==> config.mk <==
export PLATFORM = sky130hd
export DESIGN_NAME = hazard_ctrl_unit
export DESIGN_NICKNAME = d
export VERILOG_FILES = /design/src/rtl/hazard_ctrl_unit.sv
export SDC_FILE = /design/constraint.sdc
export NUM_CORES = 1
export LEC_CHECK = 0
export CORE_ASPECT_RATIO = 1.5
export CORE_MARGIN = 2
export CORE_UTILIZATION = 23
export DETAILED_ROUTE_END_ITERATION = 7
export PLACE_DENSITY = 0.77
export SLEW_MARGIN = 30
export SYNTH_ARGS = -nofsm -noshare
export SYNTH_HDL_FRONTEND = slang
export SYNTH_SLANG_ARGS = --single-unit
export TNS_END_PERCENT = 50
==> constraint.sdc <==
create_clock -name clk -period 1.6 [get_ports clk]
set_input_delay 0.32 -clock clk [delete_from_list [all_inputs] [get_ports clk]]
set_output_delay 0.32 -clock clk [all_outputs]
set_load 0.02 [all_outputs]
==> src/rtl/hazard_ctrl_unit.sv <==
// hazard_ctrl_unit: pipeline hazard controller with a one-entry fetch buffer.
// Resolves data-cache stalls, branch/jump redirects, load-use hazards and
// instruction-cache misses into PC/stage load enables and bubble inserts.
// Optional feature macro: HAZARD_PERF_CNT_EN enables the saturating
// stall/flush/load-use performance counters; otherwise they are tied to zero.
module hazard_ctrl_unit #(
    parameter int NUM_STAGES  = 5,
    parameter int REG_W       = 5,
    parameter int FLUSH_DEPTH = 2,
    parameter int CNT_W       = 32
) (
    input  logic                  clk,
    input  logic                  rst,
    input  logic                  imem_resp,
    input  logic                  dmem_read,
    input  logic                  dmem_write,
    input  logic                  dmem_resp,
    input  logic                  redirect,
    input  logic [REG_W-1:0]      id_rs1,
    input  logic [REG_W-1:0]      id_rs2,
    input  logic                  id_rs1_used,
    input  logic                  id_rs2_used,
    input  logic [REG_W-1:0]      ex_rd,
    input  logic                  ex_mem_read,
    output logic                  inst_read,
    output logic                  load_pc,
    output logic [NUM_STAGES-2:0] load_stage,
    output logic [NUM_STAGES-2:0] rst_stage,
    output logic                  ibuf_load,
    output logic                  ibuf_sel,
    output logic [CNT_W-1:0]      stall_cnt,
    output logic [CNT_W-1:0]      flush_cnt,
    output logic [CNT_W-1:0]      lu_cnt
);

    localparam int P = NUM_STAGES - 1;

    // Stage-vector constants: bit 0 is IF/ID, bit P-1 is MEM/WB.
    localparam logic [P-1:0] ONE_BIT    = {{(P-1){1'b0}}, 1'b1};
    localparam logic [P-1:0] IDEX_BIT   = ONE_BIT << 1;
    localparam logic [P-1:0] MEMWB_BIT  = {1'b1, {(P-1){1'b0}}};
    localparam logic [P-1:0] FLUSH_MASK = ~({P{1'b1}} << FLUSH_DEPTH);
    localparam logic [P-1:0] FLUSH_BIT  = ONE_BIT << FLUSH_DEPTH;

    localparam logic [0:0] ST_RUN   = 1'b0;
    localparam logic [0:0] ST_IHELD = 1'b1;

    logic [0:0]   state_r;
    logic [0:0]   state_nxt_s;
    logic         fetch_ok_s;
    logic         dstall_s;
    logic         lu_s;
    logic         load_pc_s;
    logic [P-1:0] load_stage_s;
    logic [P-1:0] rst_stage_s;
    logic         flush_s;
    logic         lu_hit_s;
    logic         ibuf_load_s;
    logic         ibuf_sel_s;

    assign fetch_ok_s = imem_resp | (state_r == ST_IHELD);
    assign dstall_s   = (dmem_read | dmem_write) & ~dmem_resp;
    assign lu_s       = ex_mem_read & (ex_rd != {REG_W{1'b0}}) &
                        ((id_rs1_used & (id_rs1 == ex_rd)) |
                         (id_rs2_used & (id_rs2 == ex_rd)));

    // Prioritised hazard resolution: dstall > redirect > load-use > fetch miss.
    always_comb begin
        load_pc_s    = 1'b1;
        load_stage_s = {P{1'b1}};
        rst_stage_s  = {P{1'b0}};
        flush_s      = 1'b0;
        lu_hit_s     = 1'b0;
        if (dstall_s) begin
            // Freeze the front end, let the memory op drain with a bubble behind it.
            load_pc_s    = 1'b0;
            load_stage_s = MEMWB_BIT;
            rst_stage_s  = MEMWB_BIT;
        end else if (redirect && fetch_ok_s) begin
            // Target fetch available: squash the wrong-path registers.
            rst_stage_s = FLUSH_MASK;
            flush_s     = 1'b1;
        end else if (redirect) begin
            // Target not yet fetched: hold the branch and bubble behind it.
            load_pc_s    = 1'b0;
            load_stage_s = ~FLUSH_MASK;
            rst_stage_s  = FLUSH_BIT;
        end else if (lu_s) begin
            load_pc_s    = 1'b0;
            load_stage_s = ~ONE_BIT;
            rst_stage_s  = IDEX_BIT;
            lu_hit_s     = 1'b1;
        end else if (!fetch_ok_s) begin
            load_pc_s   = 1'b0;
            rst_stage_s = ONE_BIT;
        end else begin
            load_pc_s = 1'b1;
        end
    end

    assign ibuf_load_s = (state_r == ST_RUN) & imem_resp & ~load_pc_s;
    assign ibuf_sel_s  = (state_r == ST_IHELD) & load_stage_s[0] & ~rst_stage_s[0];

    assign inst_read  = (state_r == ST_RUN);
    assign load_pc    = load_pc_s;
    assign load_stage = load_stage_s;
    assign rst_stage  = rst_stage_s;
    assign ibuf_load  = ibuf_load_s;
    assign ibuf_sel   = ibuf_sel_s;

    // Fetch-buffer state: fill when a word arrives but PC is held, drain on PC advance.
    always_comb begin
        state_nxt_s = state_r;
        case (state_r)
            ST_RUN: begin
                if (ibuf_load_s) begin
                    state_nxt_s = ST_IHELD;
                end else begin
                    state_nxt_s = ST_RUN;
                end
            end
            ST_IHELD: begin
                if (load_pc_s) begin
                    state_nxt_s = ST_RUN;
                end else begin
                    state_nxt_s = ST_IHELD;
                end
            end
            default: state_nxt_s = ST_RUN;
        endcase
    end

    // FSM state register; reset discards any buffered word.
    always_ff @(posedge clk) begin
        if (rst) begin
            state_r <= ST_RUN;
        end else begin
            state_r <= state_nxt_s;
        end
    end

`ifdef HAZARD_PERF_CNT_EN
    logic [CNT_W-1:0] stall_cnt_r;
    logic [CNT_W-1:0] flush_cnt_r;
    logic [CNT_W-1:0] lu_cnt_r;

    function automatic logic [CNT_W-1:0] sat_inc(input logic [CNT_W-1:0] v, input logic en);
        if (en && (v != {CNT_W{1'b1}})) begin
            sat_inc = v + {{(CNT_W-1){1'b0}}, 1'b1};
        end else begin
            sat_inc = v;
        end
    endfunction

    // Saturating event counters for stalls, redirect flushes and load-use bubbles.
    always_ff @(posedge clk) begin
        if (rst) begin
            stall_cnt_r <= {CNT_W{1'b0}};
            flush_cnt_r <= {CNT_W{1'b0}};
            lu_cnt_r    <= {CNT_W{1'b0}};
        end else begin
            stall_cnt_r <= sat_inc(stall_cnt_r, ~load_pc_s);
            flush_cnt_r <= sat_inc(flush_cnt_r, flush_s);
            lu_cnt_r    <= sat_inc(lu_cnt_r, lu_hit_s);
        end
    end

    assign stall_cnt = stall_cnt_r;
    assign flush_cnt = flush_cnt_r;
    assign lu_cnt    = lu_cnt_r;
`else
    logic unused_s;
    assign unused_s  = flush_s ^ lu_hit_s;
    assign stall_cnt = {CNT_W{1'b0}};
    assign flush_cnt = {CNT_W{1'b0}};
    assign lu_cnt    = {CNT_W{1'b0}};
`endif

endmodule
==> metrics.yaml <==
status:
  status: "finished, violations left"
  violations: "DRC, setup timing"
sta:
  fin_crit_ns: 2.05
  clock.fmax_mhz: 489
  slew_viol_final: 0
  hold_violations: 0
  rsz0062_at_grt: "yes"
  skew_ns: 0
  fin_ws_ns: -0.446
  period_share_pct: 128
  setup_viol: 9
critical_path:
  required_ns: 1.28
  critPathBufInv: 2
  timing.rr.end: "state_r"
  critical-path-slowest-cell: "or4_4"
  cp-end-kind: "output pin"
  path_common_cell: "buf_6"
  path_max_fanout: 3
  rrSetupSlack_ns: 0.49
  reg2reg_depth: 5
  start_kind: "input pin"
  timing.rr.start: "state_r"
  slowest_delay_ns: 0.52
  crit_type: "in2out"
  cp_num_cells: 6
  cp_cell_sequence: "buf_6, or4_4, o21a_4, and2_4, a211oi_4, buf_6"
  crit_family: "simple AND/OR/NAND/NOR gates"
  arrival_ns: 1.73
  startpoint: "ex_rd[1]"
clock_tree:
  clk_latency_ns: 0
  cts_hold_buffers: 0
  clk_pin_slew_ns: 0
floorplanning:
  initial_core_util_pct: 24.3
  die_y_microns: 86.3
  dieWidth_microns: 58.9
  dieArea_sq_um: 5080
  pin_count: 133
  core_area_sq_um: 4280
  std_cell_rows: 29
placement:
  place_inst: 239
  gp_congestion: 0.636
  hpwl_mm: 1.84
  port-buffer-count: 35
  dpl_cell_area_sq_um: 1310
flow_run:
  maxCapViolCount: 0
finish:
  mostFrequentLayoutCells: "97 x conb_1, 22 x buf_4, 8 x dlygate4sd2_1, 8 x buf_6"
  seq_area_sq_um: 20.0
  antenna_cells: 0
  final_common_cell: "conb_1"
  nets: 222
  final_area_sq_um: 1360
  top_register: "state_r"
  drive_gt1_share_pct: 29.2
  largest_register_ffs: 1
  fillers: 444
  reg_top3: "state_r x1"
  multi_input_area_sq_um: 759
  area_growth_pct: 31.1
  stdcell_count: 241
power:
  p_seq_share_pct: 5.3
  peakVddDrop_v: 0.000144
  leakage_uw: 0.000733
  powerDensity_nw_per_um2: 382
  fin_total_pwr_uw: 520
  power_frac_comb_pct: 94.7
  p_sw_share_pct: 63.0
  clkPwrFrac_pct: 0
  p_int_uw: 193
  p_switching_uw: 328
global_route:
  grt-ovfl-total: 0
  grt_pass1_wl_mm: 2.85
  antenna_found_initial: 0
  grt_pass1_vias: 653
  grt_max_degree: 5
  grt.total_usage_pct: 6.99
hold_path:
  hold_path_end: "state_r"
  min-delay-start: "state_r"
  whs_path_depth: 5
  hold_path_class: "reg2reg"
drt:
  drc: 13
  vias: 825
  wl_mm: 2.14
  wl_per_cell_microns: 8.88
  dr.pass1.iters: 6
  dr.first_iter.drc_count: 28
  antenna_left: 0
  avgViaCountPerCell: 3.42
logic_synthesis:
  synth_seq_area_share_pct: 1.93
  synthDistinctLibCells: 23
  synth-edff-count: 0
  yosys_most_used_dff: "dfxtp_1"
  syn_inst: 141
  synth.ff_latch_count: 1
  synthArstFlopShare_pct: 0
  syn_area_per_cell_sq_um: 7.37
  syn_area_sq_um: 1040
  ys_warn_count: 0
## area by class of cell
cell class / count / share of cell area [%]
Inverter: 3 / 0.827
Timing Repair Buffer: 57 / 37.7
Tap cell: 46 / 4.23
Multi-Input combinational cell: 134 / 55.8
Sequential cell: 1 / 1.47
## metal layers
metal	up-vias	track usage (%)	share of wire, %
met4	0	0	0
met1	360	6.12	24
met3	0	1.94	21
li1	362	-	-
met5	-	0	0
met2	103	15.5	56
## cell families (layout without fill, tap and decap cells)
family	count (synthesis)	after routing	synth area share (%)
xor gates and xnor gates	11	11	9.28
DFF	1	1	1.93
other	2	97	0.723
AOI/OAI and AO/OA	12	12	8.92
buffers and inverters	101	60	71.9
and+or+nand+nor	14	14	7.23
## worst register-to-register path, cell delays in order, from the launching register on
cell     delay [ns]
dfxtp_1        0.30
nor2_2         0.16
buf_4          0.15
buf_4          0.11
nor3_1         0.04
a31o_2         0.23
## power groups by stage
stage,logic (uW),clock network (uW),registers (uW)
global placement,474,0,27.3
CTS,476,0,27.5
detailed placement,476,0,27.3
finish,493,0,27.5
global route,526,0,27.6
floorplan,490,0,27.0
## Yosys cell counts, types with 2 or more instances
library cell,number,share of area [%]
o21ai_0,2,0.96
nand2_1,4,1.4
nor3_1,2,0.96
nand4_1,3,1.8
a211oi_1,2,1.4
conb_1,2,0.72
buf_4,98,71
xnor2_1,11,9.3
inv_1,3,1.1
## how the worst max path moves through the flow
stage,endpoint
2_1_floorplan,load_pc
3_3_place_gp,rst_stage[0]
3_5_place_dp,load_pc
4_1_cts,load_pc
5_1_grt,rst_stage[0]
6_report,load_pc
## metrics by stage
| stage | setup TNS, ns | hold WS, ns | setup WS, ns | util, % |
|---|---|---|---|---|
| finish | -2.90 | 0.950 | -0.446 | 31.8 |
| global route | -3.36 | 0.987 | -0.493 | 31.8 |
| CTS | -2.61 | 0.952 | -0.466 | 30.9 |
| detailed placement | -9.55 | 0.957 | -1.25 | 30.6 |
| global placement | -9.53 | 0.952 | -1.26 | 30.6 |
| floorplan | -1.11 | 0.598 | -0.274 | - |
## what timing repair did
item | CTS | global route
hold endpoints to repair | 0 | 0
buffers inserted | 2 | 1
resized for setup | 87 | 15
setup endpoints to repair | 11 | 9
pin swaps | 23 | 8
(Power assumes the default switching activity.)
